`src/rtl/flappy_pkg.sv`:
```
// Shared definitions for the flappy game blocks: FSM state encoding and the
// default screen geometry used by the bird, renderer and pipe generator.
package flappy_pkg;

  typedef enum logic [1:0] {
    S_IDLE = 2'd0,
    S_RISE = 2'd1,
    S_FALL = 2'd2,
    S_DEAD = 2'd3
  } state_t;

  localparam int unsigned SCR_Y_START = 240;
  localparam int unsigned SCR_Y_MIN   = 0;
  localparam int unsigned SCR_Y_MAX   = 460;

endpackage

```
`src/rtl/bird_motion_ctrl_if.sv`:
```
// Bird motion bus: frame/button/collision inputs towards the controller and
// the registered bird position/status (plus FSM state for observation) back.
interface bird_motion_ctrl_if
  import flappy_pkg::*;
#(
  parameter int unsigned Y_WIDTH = 10
);

  // All inputs are single-cycle, clk-synchronous pulses or levels with no
  // handshake: frame_tick and one_shot_button are acted on in the cycle they
  // are high, collision is sampled every cycle; outputs update 1 clock later.
  logic               frame_tick;
  logic               one_shot_button;
  logic               collision;
  logic [Y_WIDTH-1:0] bird_y;
  logic               en_subiendo;
  logic               playing;
  logic               game_over;
  state_t             dbg_state;

  modport master (
    output frame_tick, one_shot_button, collision,
    input  bird_y, en_subiendo, playing, game_over, dbg_state
  );

  modport slave (
    input  frame_tick, one_shot_button, collision,
    output bird_y, en_subiendo, playing, game_over, dbg_state
  );

endinterface

```
`src/rtl/bird_motion_ctrl_timer.sv`:
```
// bird_rise_timer: 8-bit down-counter timing the rise window of one jump.
// o_time_out is high in the decrement cycle that takes the count from 1 to 0.
module bird_rise_timer #(
  parameter int unsigned RISE_FRAMES = 8
) (
  input  logic clk,
  input  logic rst,
  input  logic i_load,
  input  logic i_dec,
  output logic o_time_out
);

  logic [7:0] r_cnt;

  always_ff @(posedge clk) begin
    if (rst) begin
      r_cnt <= '0;
    end else if (i_load) begin
      r_cnt <= 8'(RISE_FRAMES);
    end else if (i_dec && (r_cnt != 8'd0)) begin
      r_cnt <= r_cnt - 8'd1;
    end
  end

  assign o_time_out = i_dec && (r_cnt == 8'd1);

endmodule

```
`src/rtl/bird_motion_ctrl.sv`:
```
// Bird vertical motion and game lifecycle FSM (IDLE/RISE/FALL/DEAD).
// Optional macro BIRD_GRAVITY_ACCEL_EN: fall speed grows by 1 per frame up to FALL_MAX.
module bird_motion_ctrl
  import flappy_pkg::*;
#(
  parameter int unsigned Y_WIDTH     = 10,
  parameter int unsigned Y_START     = SCR_Y_START,
  parameter int unsigned Y_MIN       = SCR_Y_MIN,
  parameter int unsigned Y_MAX       = SCR_Y_MAX,
  parameter int unsigned RISE_STEP   = 4,
  parameter int unsigned FALL_STEP   = 2,
  parameter int unsigned FALL_MAX    = 8,
  parameter int unsigned RISE_FRAMES = 8
) (
  input logic               clk,
  input logic               rst,
  bird_motion_ctrl_if.slave bus
);

  localparam int unsigned SPD_W = $clog2(FALL_MAX + 1);

  state_t             r_state;
  state_t             w_next;
  logic [Y_WIDTH-1:0] r_y;
  logic [Y_WIDTH-1:0] w_y_next;
  logic [Y_WIDTH-1:0] w_rise_y;
  logic [Y_WIDTH:0]   w_sum;
  logic [SPD_W-1:0]   w_speed;
  logic               w_floor;
  logic               w_load;
  logic               w_time_out;

  // Extra MSB on the sum so a large fall step near the floor cannot wrap.
  assign w_sum    = {1'b0, r_y} + (Y_WIDTH + 1)'(w_speed);
  assign w_floor  = (r_state == S_FALL) && bus.frame_tick &&
                    (w_sum >= (Y_WIDTH + 1)'(Y_MAX));
  assign w_rise_y = ({1'b0, r_y} >= (Y_WIDTH + 1)'(Y_MIN + RISE_STEP)) ?
                    (r_y - Y_WIDTH'(RISE_STEP)) : Y_WIDTH'(Y_MIN);
  assign w_load   = bus.one_shot_button && (w_next == S_RISE);

  bird_rise_timer #(.RISE_FRAMES(RISE_FRAMES)) u_rise_timer (
    .clk        (clk),
    .rst        (rst),
    .i_load     (w_load),
    .i_dec      (bus.frame_tick && (r_state == S_RISE)),
    .o_time_out (w_time_out)
  );

  always_ff @(posedge clk) begin
    if (rst) begin
      r_state <= S_IDLE;
      r_y     <= Y_WIDTH'(Y_START);
    end else begin
      r_state <= w_next;
      r_y     <= w_y_next;
    end
  end

  // Priority inside a live game: collision, floor, button, rise expiry.
  always_comb begin
    w_next = r_state;
    unique case (r_state)
      S_IDLE: if (bus.one_shot_button) w_next = S_RISE;
      S_RISE, S_FALL: begin
        if (bus.collision || w_floor) w_next = S_DEAD;
        else if (bus.one_shot_button) w_next = S_RISE;
        else if (w_time_out)          w_next = S_FALL;
      end
      S_DEAD: if (bus.one_shot_button) w_next = S_IDLE;
      default: w_next = S_IDLE;
    endcase
  end

  always_comb begin
    w_y_next = r_y;
    unique case (r_state)
      S_IDLE: w_y_next = Y_WIDTH'(Y_START);
      S_RISE: if (bus.frame_tick && !bus.collision) w_y_next = w_rise_y;
      S_FALL: if (bus.frame_tick && !bus.collision)
                w_y_next = w_floor ? Y_WIDTH'(Y_MAX) : w_sum[Y_WIDTH-1:0];
      S_DEAD: if (bus.one_shot_button) w_y_next = Y_WIDTH'(Y_START);
      default: w_y_next = r_y;
    endcase
  end

  always_comb begin
    bus.en_subiendo = 1'b0;
    bus.playing     = 1'b0;
    bus.game_over   = 1'b0;
    unique case (r_state)
      S_RISE: begin
        bus.en_subiendo = 1'b1;
        bus.playing     = 1'b1;
      end
      S_FALL:  bus.playing   = 1'b1;
      S_DEAD:  bus.game_over = 1'b1;
      default: bus.playing   = 1'b0;
    endcase
  end

  assign bus.bird_y    = r_y;
  assign bus.dbg_state = r_state;

`ifdef BIRD_GRAVITY_ACCEL_EN
  logic [SPD_W-1:0] r_speed;

  always_ff @(posedge clk) begin
    if (rst) begin
      r_speed <= SPD_W'(FALL_STEP);
    end else if ((r_state != S_FALL) && (w_next == S_FALL)) begin
      r_speed <= SPD_W'(FALL_STEP);
    end else if ((r_state == S_FALL) && bus.frame_tick && (r_speed < SPD_W'(FALL_MAX))) begin
      r_speed <= r_speed + SPD_W'(1);
    end
  end

  assign w_speed = r_speed;
`else
  assign w_speed = SPD_W'(FALL_STEP);
`endif

endmodule

```
`src/flat_wrapper.sv`:
```
// flat-port wrapper written by rule: the top's interface ports become plain ports
module bird_motion_ctrl_flat import flappy_pkg::*;
#(
  parameter int unsigned Y_WIDTH     = 10,
  parameter int unsigned Y_START     = SCR_Y_START,
  parameter int unsigned Y_MIN       = SCR_Y_MIN,
  parameter int unsigned Y_MAX       = SCR_Y_MAX,
  parameter int unsigned RISE_STEP   = 4,
  parameter int unsigned FALL_STEP   = 2,
  parameter int unsigned FALL_MAX    = 8,
  parameter int unsigned RISE_FRAMES = 8
)
  (clk, rst, bus_frame_tick, bus_one_shot_button, bus_collision, bus_bird_y, bus_en_subiendo, bus_playing, bus_game_over, bus_dbg_state);
  bird_motion_ctrl_if #(.Y_WIDTH(Y_WIDTH)) bus_i ();
  input logic clk;
  input logic rst;
  input wire logic [$bits(bus_i.frame_tick)-1:0] bus_frame_tick;
  input wire logic [$bits(bus_i.one_shot_button)-1:0] bus_one_shot_button;
  input wire logic [$bits(bus_i.collision)-1:0] bus_collision;
  output wire logic [$bits(bus_i.bird_y)-1:0] bus_bird_y;
  output wire logic [$bits(bus_i.en_subiendo)-1:0] bus_en_subiendo;
  output wire logic [$bits(bus_i.playing)-1:0] bus_playing;
  output wire logic [$bits(bus_i.game_over)-1:0] bus_game_over;
  output wire logic [$bits(bus_i.dbg_state)-1:0] bus_dbg_state;
  assign bus_i.frame_tick = bus_frame_tick;
  assign bus_i.one_shot_button = bus_one_shot_button;
  assign bus_i.collision = bus_collision;
  assign bus_bird_y = bus_i.bird_y;
  assign bus_en_subiendo = bus_i.en_subiendo;
  assign bus_playing = bus_i.playing;
  assign bus_game_over = bus_i.game_over;
  assign bus_dbg_state = bus_i.dbg_state;
  bird_motion_ctrl #(.Y_WIDTH(Y_WIDTH), .Y_START(Y_START), .Y_MIN(Y_MIN), .Y_MAX(Y_MAX), .RISE_STEP(RISE_STEP), .FALL_STEP(FALL_STEP), .FALL_MAX(FALL_MAX), .RISE_FRAMES(RISE_FRAMES)) u_core (.clk(clk), .rst(rst), .bus(bus_i));
endmodule
```
`config.mk`:
```
export PLATFORM = sky130hd
export DESIGN_NAME = bird_motion_ctrl_flat
export DESIGN_NICKNAME = d
export VERILOG_FILES = /design/src/rtl/flappy_pkg.sv /design/src/rtl/bird_motion_ctrl_if.sv /design/src/rtl/bird_motion_ctrl_timer.sv /design/src/rtl/bird_motion_ctrl.sv /design/src/flat_wrapper.sv
export SDC_FILE = /design/constraint.sdc
export NUM_CORES = 1
export LEC_CHECK = 0
export CORE_ASPECT_RATIO = 1.2
export CORE_MARGIN = 2
export CORE_UTILIZATION = 55
export CTS_CLUSTER_DIAMETER = 40
export CTS_CLUSTER_SIZE = 20
export DETAILED_ROUTE_END_ITERATION = 7
export PLACE_DENSITY_LB_ADDON = 0.05
export SETUP_SLACK_MARGIN = 0.15
export SLEW_MARGIN = 30
export SYNTH_ARGS = -nofsm -noshare
export SYNTH_HDL_FRONTEND = slang
export SYNTH_HIERARCHICAL = 1
export SYNTH_SLANG_ARGS = --single-unit
```
`constraint.sdc`:
```
create_clock -name clk -period 3 [get_ports clk]
set_input_delay 0.6 -clock clk [delete_from_list [all_inputs] [get_ports clk]]
set_output_delay 0.6 -clock clk [all_outputs]
set_load 0.05 [all_outputs]
```
======== Yosys cells after proc, flatten, opt, wreduce, memory -nomap -nowiden ========
Index checks and enable logic that the tools add are counted.
cells by class
  $add $sub $neg .......................... 3
  $lt $le $gt $ge ......................... 2
  equal/unequal tests ..................... 8
  multiplexer cells ....................... 17
  reductions and logical operators ........ 15
operators by type and width
  kind                     number
  $mux W10                 5
  $pmux W10 S4             1
  $add A10 B2 Y11 const B  1
  $ge A11 B9 Y1 const B    1
  $ge A10 B3 Y1 const B    1
  $mux W2                  5
  $sub A10 B3 Y10 const B  1
  $eq A8 B1 Y1 const B     1
  $mux W4                  2
  $reduce_bool A8 Y1       1
  $sub A8 B1 Y8 const B    1
  $logic_and A1 B1 Y1      7
  $ne A2 B2 Y1 const B     3
  $pmux W2 S3              1
  $eq A2 B1 Y1 const B     2
  $eq A2 B2 Y1 const B     2
  $reduce_or A2 Y1         2
  $mux W1                  3
  $reduce_and A3 Y1        1
  $logic_not A2 Y1         1
  $reduce_bool A2 Y1       1
  $logic_not A1 Y1         1
  $logic_or A1 B1 Y1       1
storage, ports and cells
  bits in registers ....................... 20
  bits of input ports ..................... 5
  output and inout port bits .............. 15
  word-level logic and storage cells ...... 49

======== Depth between registers and ports, before layout ========
  depth after elaboration ................. 10
  depth in mapped cells ................... 9
  depth with buffers taken out ............ 8

======== Hierarchy ========
The synthesis kept the hierarchy.
by module, submodules not included
  module            times used  cells an instance  area an instance (um^2)  seq. area each (um^2)
  bird_motion_ctrl  1           141                1121.1                   220.2
  bird_rise_timer   1           48                 432.9                    160.2

======== Worst setup path before layout ========
OpenSTA, ideal clock, no wires.
  path kind ............................... flip-flop to flip-flop
  from .................................... register u_core.r_y[2], in the netlist u_core/bus.bird_y[2]
  to ...................................... register u_core.u_rise_timer.r_cnt[1]
  setup time .............................. 0.086 ns
  arrival ................................. 2.739 ns
  required time ........................... 2.914 ns
  path slack .............................. 0.176 ns
  stages on the path, launching flop included .. 10
  buffers on the path ..................... 1
  period minus slack after synthesis ...... 2.824 ns
  cells stage by stage .................... dfxtp_1 -> ha_1 -> nand2_1 -> or3_1 -> a32o_2 -> o31ai_4 -> o21ai_0 -> or2_2 -> clkbuf_1 -> a211oi_1
between the ends
  longest elaborated chain between the ends .. 9
RTL lines
  item                        RTL line                      source
  start, declared             bird_motion_ctrl.sv:24        logic [Y_WIDTH-1:0] r_y;
  start signal, assigned      bird_motion_ctrl.sv:52        r_y <= Y_WIDTH'(Y_START);
  start signal, assigned      bird_motion_ctrl.sv:55        r_y <= w_y_next;
  $add A10 B2 Y11             bird_motion_ctrl.sv:34        assign w_sum = {1'b0, r_y} + (Y_WIDTH + 1)'(w_speed);
  $ge A11 B9 Y1               bird_motion_ctrl.sv:36        (w_sum >= (Y_WIDTH + 1)'(Y_MAX));
  $logic_and A1 B1 Y1         bird_motion_ctrl.sv:35        assign w_floor = (r_state == S_FALL) && bus.frame_tick &&
  $logic_or A1 B1 Y1          bird_motion_ctrl.sv:65        if (bus.collision || w_floor) w_next = S_DEAD;
  $mux W2                     bird_motion_ctrl.sv:65
  $pmux W2 S3                 bird_motion_ctrl.sv:62        unique case (r_state)
  $eq A2 B1 Y1                bird_motion_ctrl.sv:39        assign w_load = bus.one_shot_button && (w_next == S_RISE);
  $logic_and A1 B1 Y1         bird_motion_ctrl.sv:39
  net u_core.w_load           bird_motion_ctrl.sv:30        logic w_load;
  $reduce_or A2 Y1 (no line)  -
  end signal, assigned        bird_motion_ctrl_timer.sv:19  r_cnt <= 8'(RISE_FRAMES);
  end signal, assigned        bird_motion_ctrl_timer.sv:21  r_cnt <= r_cnt - 8'd1;
  end, declared               bird_motion_ctrl_timer.sv:13  logic [7:0] r_cnt;
The timed path passes the listed nets, and every way through them passes these cells.
A chain may end at the register's enable or synchronous reset.

======== Worst setup path in the final report ========
  from .................................... register u_core.r_state[0], in the netlist u_core/bus.dbg_state[0]
  to ...................................... output bus_playing
between the ends
  longest elaborated chain between the ends .. 3
  elaborated cells between the ends (all ways) .. 4
  those cells by class .................... 2 x eq/ne; 1 x mux; 1 x reduce/logical
RTL lines
  item                                                 RTL line                source
  start, declared                                      bird_motion_ctrl.sv:22  state_t r_state;
  start signal, assigned                               bird_motion_ctrl.sv:54  r_state <= w_next;
  $eq A2 B1 Y1 / $eq A2 B2 Y1 (equally long branches)  bird_motion_ctrl.sv:90  unique case (r_state)
  $reduce_or A2 Y1 (no line) *                         -
  $mux W1 *                                            bird_motion_ctrl.sv:90
  end, declared                                        flat_wrapper.sv:22      output wire logic [$bits(bus_i.playing)-1:0] bus_playing;
Mark *: on every way between the ends. The rest lies on a longest branch, timed or not.

==> results.ini <==
[status]
status=complete, no violations

[die]
design.core.area_um2=2730
io_pins=20
start_util_pct=56.9
die_h_um=62.2
die_area_um2=3270
num_rows=21
dieWidth_um=52.5

[route]
dr.pass1.iters=4
num_vias=1461
routed_via_density=6.22
wl_per_cell_um=15.8
wl_um=3700
drt_iter0_drc=61
drc_errors=0
antenna_left=0

[worst_setup_path]
r2r_start=u_core/bus.bird_y[2]$_SDFFE_PP0P_
r2r_slack_ps=370
crit_end=bus_playing
cp_slowest_cell=clkdlybuf4s50_1
arrival_ps=2060
cp.buffers_inverters=2
r2r-end=u_core/u_rise_timer/r_cnt[1]$_SDFFE_PP0P_
cpLargestDelayFamily=buffers and inverters
required_ps=2400
worstPathMaxFanout=6
cp_cell_sequence=inv_1, ha_1, clkdlybuf4s50_1
cp.depth=3
max_stage_delay_ps=840
reg2reg_depth=8
cp-startpoint=u_core/bus.dbg_state[0]$_SDFF_PP0_
cp-end-kind=primary output
start_kind=flop
crit_type=reg2out

[global_routing]
gr-total-overflow=0
grt_pass1_wl_um=6300
grt_pass1_vias=1384
grt_max_degree=13
grt_use_total_pct=24.6
antenna_found_initial=0

[placement]
io_buffers=18
gp_congestion=0.935
dp_hpwl_um=2800
dpl.cell_count=231

[logic_synthesis]
synth_nets=205
mappedNetlistArea_um2=1550
yosys_warnings=6
synth_cells=189
synth_ff_type=dfxtp_1
synth_top_area_cell=dfxtp_1
syn_avg_cell_area_um2=8.22
synth_cell_types=55
seq_area_frac_synth_pct=24.5
synthTopCellsByArea=dfxtp_1 24%, ha_1 8.9%, xor2_1 5.1%
synth_edf_count=0
synth-seq-cells=19
synth_top_area_share_pct=24.5
async_flop_share_pct=0

[timing]
setup_viol=0
maxSlewHeadroom_pct=60.3
post-route-period-util_pct=88.8
fin_setup_tns_ps=0
rsz0062_at_grt=no
skew_ps=5.71
worstMarginPinSlew_ps=589
finalHoldViolCount=0
fmax_mhz=375
period_minus_slack_ps=2660
drv_slew=0

[final_layout]
post_route_cells_drive_above_1_share_pct=7.96
final_cells=235
fin_nets=218
fill_cells=237
diodes=0
area_growth_pct=11.8

[power]
peakVddDrop_v=0.000252
p_per_area_nw_per_um2=352
p_leak_nw=0.576

[run]
drv_cap=0

[clock_network]
post_cts_resized=0
cts_buffers=3
htreeDepth=1
clk_path_buf_depth=2
cts_hold_buf=0
worst_skew_pair.late_latency_ps=290
cts.sinks=19
cts-root-buf=clkbuf_4
path_clk_slew_ps=110
cts_tree=built
cts_setup_buffers=0

[worst_hold_path]
min_path_type=reg2reg

[metrics by stage]
stage	utilization (%)	hold WS (ps)	worst slack, ps	cell area [µm²]	power (mW)
2_1_floorplan	-	461	176	1550	0.440
3_3_place_gp	62.6	476	493	1710	0.485
3_5_place_dp	62.6	501	407	1710	0.487
4_1_cts	63.6	520	316	1740	0.617
5_1_grt	63.6	551	196	1740	0.649
6_report	63.6	519	337	1740	0.612
[worst min-delay path, stage by stage, from the launching register on]
cell and delay, ps:
dfxtp_1 350, o31ai_1 80, a21oi_1 60
[logic make-up (layout without fill, tap and decap cells)]
| kind of cell | count (synthesis) | count (layout) | share of synthesized area [%] |
|---|---|---|---|
| AOI/OAI and AO/OA | 52 | 52 | 26.0 |
| xor gates and xnor gates | 13 | 13 | 7.33 |
| adders and majority gates | 11 | 11 | 8.86 |
| buffers and inverters | 19 | 31 | 6.44 |
| DFF | 19 | 19 | 24.5 |
| other | 1 | 1 | 0.241 |
| and+or+nand+nor | 74 | 74 | 26.7 |
[synthesized netlist by cell type (2+ instances only)]
| master | n |
|---|---|
| nand3_1 | 3 |
| o21ai_1 | 3 |
| o21a_1 | 2 |
| ha_1 | 11 |
| nand4_1 | 4 |
| xnor2_1 | 4 |
| nand2b_1 | 5 |
| o31ai_1 | 4 |
| or4_1 | 4 |
| buf_4 | 3 |
| buf_2 | 2 |
| nor3_1 | 2 |
| a31oi_1 | 2 |
| dfxtp_1 | 19 |
| nor2_1 | 17 |
| nor4b_1 | 2 |
| clkbuf_1 | 3 |
| or2_2 | 2 |
| inv_1 | 9 |
| a21oi_1 | 9 |
| xor2_1 | 9 |
| o21ai_0 | 9 |
| nand2_1 | 14 |
| a22oi_1 | 2 |
| or3_1 | 6 |
| a211oi_1 | 2 |
| buf_6 | 2 |
| o211ai_1 | 4 |
| nor2b_1 | 2 |
| nor4_1 | 3 |
| nand3b_1 | 2 |
[registers in the layout, indices dropped and copies added, names as in the netlist]
name / flops
u_core/bus.bird_y: 9
u_core/bus.dbg_state: 2
u_core/u_rise_timer/r_cnt: 8
[cell type report]
| cell class | instances | area [µm²] | share of cell area, % |
|---|---|---|---|
| multi-input combinational | 151 | 1070 | 61.8 |
| sequential | 19 | 380 | 21.9 |
| timing repair buffer | 18 | 180 | 10.4 |
| inverter | 9 | 33.8 | 1.94 |
| tap | 34 | 42.5 | 2.45 |
| clock buffer | 3 | 22.5 | 1.30 |
| clock inverter | 1 | 5.00 | 0.288 |
[per-layer routing]
metal / up-vias / routed length, µm / GRT usage [%]
met5: - / 0 / 0
li1: 717 / - / -
met2: 29 / 1910 / 43.0
met4: 0 / 65 / 7.69
met1: 709 / 1630 / 30.6
met3: 6 / 99 / 2.64
[cell usage in the layout, fill, tap and decap left out, types with 4 or more instances in the layout]
master           instances
a21oi_1                  9
clkdlybuf4s50_1         18
dfxtp_1                 19
ha_1                    11
inv_1                    9
nand2_1                 14
nand2b_1                 5
nand4_1                  4
nor2_1                  17
o211ai_1                 4
o21ai_0                  9
o31ai_1                  4
or3_1                    6
or4_1                    4
xnor2_1                  4
xor2_1                   9
[report_power, final]
part | internal [mW] | switching, mW | leakage [nW]
Combinational | 0.0709 | 0.123 | 0.404
Clock | 0.0495 | 0.0784 | 0.0177
Sequential | 0.263 | 0.0270 | 0.154
Total | 0.384 | 0.229 | 0.576
[worst min-delay path by stage]
stage	start	slack (ps)	cells past startpoint	end
floorplan	u_core/u_rise_timer/r_cnt[4]$_SDFFE_PP0P_	460	2	u_core/u_rise_timer/r_cnt[4]$_SDFFE_PP0P_
global placement	u_core/u_rise_timer/r_cnt[4]$_SDFFE_PP0P_	480	2	u_core/u_rise_timer/r_cnt[4]$_SDFFE_PP0P_
detailed placement	u_core/u_rise_timer/r_cnt[4]$_SDFFE_PP0P_	500	2	u_core/u_rise_timer/r_cnt[4]$_SDFFE_PP0P_
CTS	u_core/u_rise_timer/r_cnt[4]$_SDFFE_PP0P_	520	2	u_core/u_rise_timer/r_cnt[4]$_SDFFE_PP0P_
global route	u_core/u_rise_timer/r_cnt[4]$_SDFFE_PP0P_	550	2	u_core/u_rise_timer/r_cnt[4]$_SDFFE_PP0P_
finish	u_core/u_rise_timer/r_cnt[4]$_SDFFE_PP0P_	520	2	u_core/u_rise_timer/r_cnt[4]$_SDFFE_PP0P_
(Power assumes the default switching activity.)
